$ cat src/rtl/ysyx_22041461_pkg.sv
// Shared definitions for the EX-stage divider: widths, FSM encoding,
// op-bit bundle and the RV64M divide op encodings used by the decoder.
package ysyx_22041461_pkg;

    localparam int unsigned XLEN   = 64;
    localparam int unsigned CNT_W  = 7;
    localparam int unsigned WORD_W = 32;

    typedef enum logic [1:0] {
        DIV_IDLE = 2'd0,
        DIV_CALC = 2'd1,
        DIV_DONE = 2'd2
    } div_state_e;

    // Op bits carried from decode: word (*W), rem (remainder), sgn (signed)
    typedef struct packed {
        logic word;
        logic rem;
        logic sgn;
    } div_op_t;

    localparam div_op_t DIV_OP_DIV   = '{word: 1'b0, rem: 1'b0, sgn: 1'b1};
    localparam div_op_t DIV_OP_DIVU  = '{word: 1'b0, rem: 1'b0, sgn: 1'b0};
    localparam div_op_t DIV_OP_REM   = '{word: 1'b0, rem: 1'b1, sgn: 1'b1};
    localparam div_op_t DIV_OP_REMU  = '{word: 1'b0, rem: 1'b1, sgn: 1'b0};
    localparam div_op_t DIV_OP_DIVW  = '{word: 1'b1, rem: 1'b0, sgn: 1'b1};
    localparam div_op_t DIV_OP_DIVUW = '{word: 1'b1, rem: 1'b0, sgn: 1'b0};
    localparam div_op_t DIV_OP_REMW  = '{word: 1'b1, rem: 1'b1, sgn: 1'b1};
    localparam div_op_t DIV_OP_REMUW = '{word: 1'b1, rem: 1'b1, sgn: 1'b0};

    // Sign-extend a 32-bit value to XLEN
    function automatic logic [XLEN-1:0] sext32(input logic [WORD_W-1:0] v);
        return {{(XLEN-WORD_W){v[WORD_W-1]}}, v};
    endfunction

endpackage

$ cat src/rtl/ysyx_22041461_div_unit_if.sv
// Divider operand/result handshake bundle between EX control and the divider.
//   in_valid/in_ready  : operand handshake (src1, src2, div_signed/rem/word)
//   out_valid/out_ready: result handshake (div_out)
// master = EX side, slave = divider.
interface ysyx_22041461_div_unit_if;
    import ysyx_22041461_pkg::*;

    logic            in_valid;
    logic            in_ready;
    logic [XLEN-1:0] src1;
    logic [XLEN-1:0] src2;
    logic            div_signed;
    logic            div_rem;
    logic            div_word;
    logic            out_valid;
    logic            out_ready;
    logic [XLEN-1:0] div_out;

    modport master (
        output in_valid, src1, src2, div_signed, div_rem, div_word, out_ready,
        input  in_ready, out_valid, div_out
    );

    modport slave (
        input  in_valid, src1, src2, div_signed, div_rem, div_word, out_ready,
        output in_ready, out_valid, div_out
    );

endinterface

$ cat src/rtl/ysyx_22041461_div_step.sv
// One radix-2 restoring division iteration (combinational).
//   i_rem, i_quo : partial remainder and dividend/quotient shift register
//   i_dvs        : divisor magnitude
//   o_rem, o_quo : values after shift, compare and conditional subtract
module ysyx_22041461_div_step
    import ysyx_22041461_pkg::*;
(
    input  logic [XLEN-1:0] i_rem,
    input  logic [XLEN-1:0] i_quo,
    input  logic [XLEN-1:0] i_dvs,
    output logic [XLEN-1:0] o_rem,
    output logic [XLEN-1:0] o_quo
);

    // Shifted remainder needs one extra bit: 2*rem+1 can exceed XLEN bits
    logic [XLEN:0] w_rem_sh;
    logic          w_ge;

    assign w_rem_sh = {i_rem, i_quo[XLEN-1]};
    assign w_ge     = (w_rem_sh >= {1'b0, i_dvs});

    // When w_ge holds the difference is below the divisor, so XLEN bits suffice
    assign o_rem = w_ge ? (w_rem_sh[XLEN-1:0] - i_dvs) : w_rem_sh[XLEN-1:0];
    assign o_quo = {i_quo[XLEN-2:0], w_ge};

endmodule

$ cat src/rtl/ysyx_22041461_div_unit.sv
// Multi-cycle RV64M divider (DIV/DIVU/REM/REMU and *W), radix-2 restoring,
// one quotient bit per cycle.
//   clk   : rising-edge clock
//   rst   : synchronous active-high reset
//   flush : aborts any op in flight, discards a pending result
//   bus   : slave side of the operand/result handshake bundle
module ysyx_22041461_div_unit
    import ysyx_22041461_pkg::*;
(
    input  logic                        clk,
    input  logic                        rst,
    input  logic                        flush,
    ysyx_22041461_div_unit_if.slave     bus
);

    div_state_e      r_state,   w_state_nxt;
    logic [CNT_W-1:0] r_cnt,    w_cnt_nxt;
    logic [XLEN-1:0] r_rem,     w_rem_nxt;
    logic [XLEN-1:0] r_quo,     w_quo_nxt;
    logic [XLEN-1:0] r_dvs,     w_dvs_nxt;
    div_op_t         r_op,      w_op_nxt;
    logic            r_sign_q,  w_sign_q_nxt;
    logic            r_sign_r,  w_sign_r_nxt;
    logic [XLEN-1:0] r_out,     w_out_nxt;
    logic            r_out_valid, w_out_valid_nxt;

    // Operand preparation
    logic [XLEN-1:0] w_a_ext, w_b_ext, w_a_abs, w_b_abs, w_a_sx, w_min;
    logic [XLEN-1:0] w_quo_load, w_spec_res;
    logic            w_sa, w_sb, w_div_zero, w_ovf;

    // Iteration and fix-up
    logic [XLEN-1:0] w_step_rem, w_step_quo, w_q_fin, w_r_fin, w_res, w_res_fin;
    logic [CNT_W-1:0] w_last;

    // Extend, take magnitudes and spot the two special cases at accept time
    always_comb begin
        w_a_sx  = bus.div_word ? sext32(bus.src1[WORD_W-1:0]) : bus.src1;
        w_a_ext = bus.src1;
        w_b_ext = bus.src2;
        if (bus.div_word) begin
            w_a_ext = bus.div_signed ? sext32(bus.src1[WORD_W-1:0])
                                     : {{(XLEN-WORD_W){1'b0}}, bus.src1[WORD_W-1:0]};
            w_b_ext = bus.div_signed ? sext32(bus.src2[WORD_W-1:0])
                                     : {{(XLEN-WORD_W){1'b0}}, bus.src2[WORD_W-1:0]};
        end
        w_sa    = bus.div_signed & w_a_ext[XLEN-1];
        w_sb    = bus.div_signed & w_b_ext[XLEN-1];
        w_a_abs = w_sa ? -w_a_ext : w_a_ext;
        w_b_abs = w_sb ? -w_b_ext : w_b_ext;
        // Word ops run 32 iterations, so the dividend must start in the top half
        w_quo_load = bus.div_word ? (w_a_abs << (XLEN - WORD_W)) : w_a_abs;

        w_min = bus.div_word ? sext32({1'b1, {(WORD_W-1){1'b0}}})
                             : {1'b1, {(XLEN-1){1'b0}}};
        w_div_zero = (w_b_ext == '0);
        w_ovf      = bus.div_signed && (w_a_ext == w_min) && (w_b_ext == '1);

        if (w_div_zero) begin
            w_spec_res = bus.div_rem ? w_a_sx : '1;
        end else begin
            w_spec_res = bus.div_rem ? '0 : w_min;
        end
    end

    ysyx_22041461_div_step u_step (
        .i_rem (r_rem),
        .i_quo (r_quo),
        .i_dvs (r_dvs),
        .o_rem (w_step_rem),
        .o_quo (w_step_quo)
    );

    // Sign fix-up applied to the final iteration's outputs
    always_comb begin
        w_last    = r_op.word ? CNT_W'(WORD_W - 1) : CNT_W'(XLEN - 1);
        w_q_fin   = r_sign_q ? -w_step_quo : w_step_quo;
        w_r_fin   = r_sign_r ? -w_step_rem : w_step_rem;
        w_res     = r_op.rem ? w_r_fin : w_q_fin;
        w_res_fin = r_op.word ? sext32(w_res[WORD_W-1:0]) : w_res;
    end

    // State register and datapath registers
    always_ff @(posedge clk) begin
        if (rst) begin
            r_state     <= DIV_IDLE;
            r_cnt       <= '0;
            r_rem       <= '0;
            r_quo       <= '0;
            r_dvs       <= '0;
            r_op        <= '0;
            r_sign_q    <= 1'b0;
            r_sign_r    <= 1'b0;
            r_out       <= '0;
            r_out_valid <= 1'b0;
        end else begin
            r_state     <= w_state_nxt;
            r_cnt       <= w_cnt_nxt;
            r_rem       <= w_rem_nxt;
            r_quo       <= w_quo_nxt;
            r_dvs       <= w_dvs_nxt;
            r_op        <= w_op_nxt;
            r_sign_q    <= w_sign_q_nxt;
            r_sign_r    <= w_sign_r_nxt;
            r_out       <= w_out_nxt;
            r_out_valid <= w_out_valid_nxt;
        end
    end

    // Next-state and datapath update
    always_comb begin
        w_state_nxt     = r_state;
        w_cnt_nxt       = r_cnt;
        w_rem_nxt       = r_rem;
        w_quo_nxt       = r_quo;
        w_dvs_nxt       = r_dvs;
        w_op_nxt        = r_op;
        w_sign_q_nxt    = r_sign_q;
        w_sign_r_nxt    = r_sign_r;
        w_out_nxt       = r_out;
        w_out_valid_nxt = r_out_valid;

        case (r_state)
            DIV_IDLE: begin
                if (bus.in_valid) begin
                    w_op_nxt     = '{word: bus.div_word, rem: bus.div_rem, sgn: bus.div_signed};
                    w_sign_q_nxt = w_sa ^ w_sb;
                    w_sign_r_nxt = w_sa;
                    w_cnt_nxt    = '0;
                    if (w_div_zero || w_ovf) begin
                        w_state_nxt     = DIV_DONE;
                        w_out_nxt       = w_spec_res;
                        w_out_valid_nxt = 1'b1;
                    end else begin
                        w_state_nxt = DIV_CALC;
                        w_rem_nxt   = '0;
                        w_quo_nxt   = w_quo_load;
                        w_dvs_nxt   = w_b_abs;
                    end
                end
            end
            DIV_CALC: begin
                w_rem_nxt = w_step_rem;
                w_quo_nxt = w_step_quo;
                w_cnt_nxt = r_cnt + CNT_W'(1);
                // Last iteration lands straight in DONE with the fixed-up result
                if (r_cnt == w_last) begin
                    w_state_nxt     = DIV_DONE;
                    w_out_nxt       = w_res_fin;
                    w_out_valid_nxt = 1'b1;
                end
            end
            DIV_DONE: begin
                if (bus.out_ready) begin
                    w_state_nxt     = DIV_IDLE;
                    w_out_valid_nxt = 1'b0;
                end
            end
            default: begin
                w_state_nxt     = DIV_IDLE;
                w_out_valid_nxt = 1'b0;
            end
        endcase

        // Flush overrides everything above, including an accept this cycle
        if (flush) begin
            w_state_nxt     = DIV_IDLE;
            w_cnt_nxt       = '0;
            w_out_nxt       = '0;
            w_out_valid_nxt = 1'b0;
        end
    end

    assign bus.in_ready  = (r_state == DIV_IDLE);
    assign bus.out_valid = r_out_valid;
    assign bus.div_out   = r_out;

endmodule
$ cat src/flat_wrapper.sv
// flat-port wrapper written by rule: the top's interface ports become plain ports
module ysyx_22041461_div_unit_flat import ysyx_22041461_pkg::*;
  (clk, rst, flush, bus_in_valid, bus_src1, bus_src2, bus_div_signed, bus_div_rem, bus_div_word, bus_out_ready, bus_in_ready, bus_out_valid, bus_div_out);
  ysyx_22041461_div_unit_if bus_i ();
  input  logic clk;
  input  logic rst;
  input  logic flush;
  input wire logic [$bits(bus_i.in_valid)-1:0] bus_in_valid;
  input wire logic [$bits(bus_i.src1)-1:0] bus_src1;
  input wire logic [$bits(bus_i.src2)-1:0] bus_src2;
  input wire logic [$bits(bus_i.div_signed)-1:0] bus_div_signed;
  input wire logic [$bits(bus_i.div_rem)-1:0] bus_div_rem;
  input wire logic [$bits(bus_i.div_word)-1:0] bus_div_word;
  input wire logic [$bits(bus_i.out_ready)-1:0] bus_out_ready;
  output wire logic [$bits(bus_i.in_ready)-1:0] bus_in_ready;
  output wire logic [$bits(bus_i.out_valid)-1:0] bus_out_valid;
  output wire logic [$bits(bus_i.div_out)-1:0] bus_div_out;
  assign bus_i.in_valid = bus_in_valid;
  assign bus_i.src1 = bus_src1;
  assign bus_i.src2 = bus_src2;
  assign bus_i.div_signed = bus_div_signed;
  assign bus_i.div_rem = bus_div_rem;
  assign bus_i.div_word = bus_div_word;
  assign bus_i.out_ready = bus_out_ready;
  assign bus_in_ready = bus_i.in_ready;
  assign bus_out_valid = bus_i.out_valid;
  assign bus_div_out = bus_i.div_out;
  ysyx_22041461_div_unit u_core (.clk(clk), .rst(rst), .flush(flush), .bus(bus_i));
endmodule
$ cat config.mk
export PLATFORM = sky130hd
export DESIGN_NAME = ysyx_22041461_div_unit_flat
export DESIGN_NICKNAME = d
export VERILOG_FILES = /design/src/rtl/ysyx_22041461_pkg.sv /design/src/rtl/ysyx_22041461_div_unit_if.sv /design/src/rtl/ysyx_22041461_div_step.sv /design/src/rtl/ysyx_22041461_div_unit.sv /design/src/flat_wrapper.sv
export SDC_FILE = /design/constraint.sdc
export NUM_CORES = 1
export LEC_CHECK = 0
export BUFFER_PORTS_ARGS = -buffer_cell sky130_fd_sc_hd__buf_2
export CORE_ASPECT_RATIO = 0.9
export CORE_MARGIN = 2
export CORE_UTILIZATION = 25
export DETAILED_ROUTE_END_ITERATION = 12
export MAX_ROUTING_LAYER = met4
export PLACE_DENSITY = 0.46
export REMOVE_ABC_BUFFERS = 1
export SYNTH_ARGS = -nofsm -noshare
export SYNTH_HDL_FRONTEND = slang
export SYNTH_HIERARCHICAL = 1
export SYNTH_SLANG_ARGS = --single-unit
$ cat constraint.sdc
create_clock -name clk -period 9.2 [get_ports clk]
set_input_delay 1.38 -clock clk [delete_from_list [all_inputs] [get_ports clk]]
set_output_delay 1.38 -clock clk [all_outputs]
set_load 0.005 [all_outputs]
==> metrics.txt <==
# TYPE chip_impl_metric gauge
chip_impl_info{name="run_status",value="completed"} 1
chip_impl_metric{name="final_critical_path_setup_slack",unit="ns"} 1.155
chip_impl_info{name="synth_area_leader_cell",value="dfxtp_1"} 1
chip_impl_info{name="root_buffer",value="clkbuf_16"} 1
chip_impl_metric{name="period_needed",unit="ns"} 8.045
chip_impl_metric{name="layout-area-overhead-vs-synth",unit="%"} 11.10
chip_impl_metric{name="grt_max_degree",unit=""} 76
chip_impl_metric{name="place.detailed.hpwl",unit="µm"} 83980
chip_impl_metric{name="worst_pin_slew",unit="ns"} 1.130
chip_impl_metric{name="maximum_capacitance_violations",unit=""} 0
chip_impl_metric{name="timing.critical_path.slowest_cell_delay",unit="ns"} 0.81
chip_impl_info{name="clock_tree_from_tritoncts",value="yes"} 1
chip_impl_metric{name="grt_use_total",unit="%"} 22.03
chip_impl_metric{name="core_region_area",unit="µm²"} 96750
chip_impl_metric{name="clock-skew-final",unit="ns"} 0.02700
chip_impl_metric{name="max-clock-path-buffers",unit=""} 3
chip_impl_metric{name="floorplan.initialDensity",unit="%"} 25.29
chip_impl_metric{name="maxSlewViolCount",unit=""} 0
chip_impl_metric{name="clkTransAtPathRegs",unit="ns"} 0.06
chip_impl_info{name="most_used_standard_cells_in_the_synthesized_netlist",value="nor2_1, nand2_1, dfxtp_1"} 1
chip_impl_metric{name="finalHoldViolations",unit=""} 0
chip_impl_metric{name="netlist-cell-type-count",unit=""} 105
chip_impl_metric{name="timing.critical_path.fanout_max",unit=""} 56
chip_impl_metric{name="number_of_register_bits_inferred_by_synthesis",unit=""} 270
chip_impl_info{name="worst_setup_path_startpoint",value="u_core/r_dvs[7]"} 1
chip_impl_metric{name="antenna_found_initial",unit=""} 4
chip_impl_metric{name="grtUsageMet2",unit="%"} 34.63
chip_impl_info{name="synthFlopType",value="dfxtp_1"} 1
chip_impl_info{name="worstHoldPathType",value="flop to flop"} 1
chip_impl_metric{name="multiInputGateArea",unit="µm²"} 17130
chip_impl_metric{name="drive_above_1_share",unit="%"} 12.80
chip_impl_metric{name="clock.fmax",unit="MHz"} 124.3
chip_impl_metric{name="synth-async-reset-ratio",unit="%"} 0
chip_impl_metric{name="power.static_leakage",unit="nW"} 10.64
chip_impl_metric{name="die_w",unit="µm"} 333.8
chip_impl_metric{name="synth_sequential_area_ratio",unit="%"} 22.09
chip_impl_metric{name="hold_buffers",unit=""} 0
chip_impl_metric{name="drc",unit=""} 0
chip_impl_metric{name="post_layout_nonfiller_instances",unit=""} 4590
chip_impl_info{name="timing.hold.worst.start",value="u_core/r_dvs[47]"} 1
chip_impl_info{name="top_delay_family_on_crit_path",value="simple AND/OR/NAND/NOR gates"} 1
chip_impl_metric{name="path_buf_inv",unit=""} 2
chip_impl_metric{name="final_standard_cell_utilization_of_the_core",unit="%"} 28.10
chip_impl_info{name="crit_end_element",value="flop"} 1
chip_impl_metric{name="wire_length_of_the_first_global_routing_pass",unit="µm"} 164200
chip_impl_metric{name="power-per-cell-area",unit="nW/µm²"} 137.2
chip_impl_metric{name="post-cts-setup-buffer-count",unit=""} 0
chip_impl_metric{name="num_vias",unit=""} 25990
chip_impl_info{name="timing.critical_path.cells",value="inv_1 -> ha_1 -> and2_1 -> nand3_1 -> nor2_1 -> a41oi_1 -> a31oi_1 -> nor4_1 -> or4b_1 -> and3_4 -> inv_12 -> mux2_4 -> or4_1 -> or4_1 -> or4_1 -> and3_1 -> a31oi_4 -> o311ai_0 -> a32o_1"} 1
chip_impl_metric{name="yosys.area.top_type_share",unit="%"} 22.09
chip_impl_metric{name="design_power_total",unit="mW"} 3.731
chip_impl_metric{name="fillerInstances",unit=""} 10720
chip_impl_metric{name="ctsResizeCount",unit=""} 0
chip_impl_metric{name="die_h",unit="µm"} 300.8
chip_impl_metric{name="dpl_cell_area",unit="µm²"} 25910
chip_impl_metric{name="ff_latch_area",unit="µm²"} 5409
chip_impl_metric{name="gr-usage-met1",unit="%"} 29.19
chip_impl_metric{name="dp.cells",unit=""} 4516
chip_impl_metric{name="maxSlewHeadroom",unit="%"} 24.69
chip_impl_metric{name="clk-insertion-delay-late",unit="ns"} 0.57
chip_impl_metric{name="cts.htree.levels",unit=""} 2
chip_impl_info{name="critical_path.reg2reg.startpoint",value="u_core/r_dvs[7]"} 1
chip_impl_metric{name="design.die.area",unit="µm²"} 100400
chip_impl_metric{name="holdWs",unit="ns"} 0.4505
chip_impl_metric{name="1st_pass_router_iterations",unit=""} 8
chip_impl_info{name="grt_setup_unrepaired",value="false"} 1
chip_impl_metric{name="synth_edf_count",unit=""} 0
chip_impl_info{name="netlist_top_cells_area",value="dfxtp_1, a21oi_1, xor2_1"} 1
chip_impl_metric{name="routabilityCongestion",unit=""} 0.9414
chip_impl_metric{name="post_drt_wl_per_cell",unit="µm"} 24.33
chip_impl_metric{name="synth-warning-count",unit=""} 6
chip_impl_metric{name="drt-initial-drc-count",unit=""} 2540
chip_impl_metric{name="post-route-cell-area",unit="µm²"} 27190
chip_impl_metric{name="routed_wl",unit="µm"} 111700
chip_impl_metric{name="numClockSinks",unit=""} 270
chip_impl_info{name="worstSetupPathType",value="flop to flop"} 1
chip_impl_metric{name="setup-violations-final",unit=""} 0
chip_impl_metric{name="cp_data_arrival_time",unit="ns"} 8.51
chip_impl_metric{name="via_count_of_the_first_global_routing_pass",unit=""} 24180
chip_impl_metric{name="numCtsBuffers",unit=""} 39
chip_impl_metric{name="critical_path_data_required_time",unit="ns"} 9.67
chip_impl_metric{name="final_min_period_over_clock_period",unit="%"} 87.44
chip_impl_metric{name="ports_placed_on_the_boundary",unit=""} 202
chip_impl_metric{name="netlist_area",unit="µm²"} 24470
chip_impl_metric{name="setup_tns",unit="ns"} 0
chip_impl_info{name="critPathLaunchType",value="flop"} 1
chip_impl_metric{name="post_drt_via_cell_ratio",unit=""} 5.663
chip_impl_info{name="most_frequent_cell_after_synthesis",value="nor2_1"} 1
chip_impl_metric{name="nNetsFinal",unit=""} 3499
chip_impl_metric{name="port-buffer-count",unit=""} 201
chip_impl_metric{name="synthCells",unit=""} 3307
chip_impl_info{name="critPathSlowestCell",value="or4b_1"} 1
chip_impl_metric{name="ant_nets",unit=""} 0
chip_impl_metric{name="post_synth.cell_area_avg",unit="µm²"} 7.401
chip_impl_metric{name="gr-total-overflow",unit=""} 0
chip_impl_metric{name="dp_slack",unit="ns"} 1.340
chip_impl_metric{name="vdd_ir_drop_max",unit="V"} 0.0001003
chip_impl_metric{name="grt.met3_usage",unit="%"} 2.660
chip_impl_info{name="crit_top_cell",value="or4_1"} 1
chip_impl_metric{name="row_count",unit=""} 108
chip_impl_info{name="busiest_layer",value="met2"} 1
-- flip-flops by register name, summed over array words and instances, names as in the netlist --
name,cells
u_core/bus.div_out,64
u_core/r_dvs,64
u_core/r_quo,64
u_core/r_rem,64
u_core/r_cnt,7
u_core/r_op,2
u_core/r_state,2
u_core/bus.out_valid,1
u_core/r_sign_q,1
u_core/r_sign_r,1
-- cell usage in the layout (no fill, tap or decap), types with 46 or more instances in the layout --
master	n
nor2_1	288
nand2_1	287
a21oi_1	268
dfxtp_1	267
o21ai_0	220
buf_2	199
xor2_1	148
nor3_1	124
xnor2_1	116
inv_1	107
nand3_1	73
ha_1	70
a22o_1	65
a211oi_1	63
o31ai_1	59
nor4_1	58
nand4_1	58
buf_4	49
mux2_4	49
a31oi_1	46
-- tightest hold or removal path, stage by stage (launching register included) --
cell,delay [ns]
dfxtp_1,0.30
nand2_1,0.05
a21oi_1,0.05
-- cell type report --
cell class	instances	share of cell area, %
sequential	270	19.89
tap	1265	5.821
antenna	5	0.04602
clock inverter	7	0.2209
multi-input combinational	2622	62.99
timing repair buffer	248	5.016
inverter	111	1.578
clock buffer	62	4.431
-- power by group --
part / total, mW / leakage [nW] / switching [mW] / internal, mW
Sequential: 1.29 / 2.20 / 0.0681 / 1.22
Combinational: 0.910 / 7.80 / 0.616 / 0.294
Clock: 1.53 / 0.628 / 0.609 / 0.920
Total: 3.73 / 10.6 / 1.29 / 2.44
-- per-layer routing --
layer	wire [µm]	up-vias
li1	-	12150
met1	49530	12660
met2	51300	1022
met3	6866	157
met4	3994	0
met5	0	-
-- cells by family after synthesis --
kind of cell             Yosys count  share of synthesized area (%)
XOR/XNOR                         264                          9.448
multiplexers                      75                          4.105
adder cells (fa/ha/maj)           71                          3.661
AO/OA/AOI/OAI                   1069                          29.35
buffers and inverters            415                          8.160
AND/OR/NAND/NOR                 1143                          23.20
flip-flops                       270                          22.09
-- path summary, 6_finish.rpt --
path / to / slack, ns / depth (start not counted)
max: u_core/bus.div_out[63] / 1.16 / 19
min: u_core/r_dvs[47] / 0.45 / 2
max reg2reg: u_core/bus.div_out[63] / 1.16 / 19
min reg2reg: u_core/r_dvs[47] / 0.45 / 2
(Power assumes the default switching activity.)
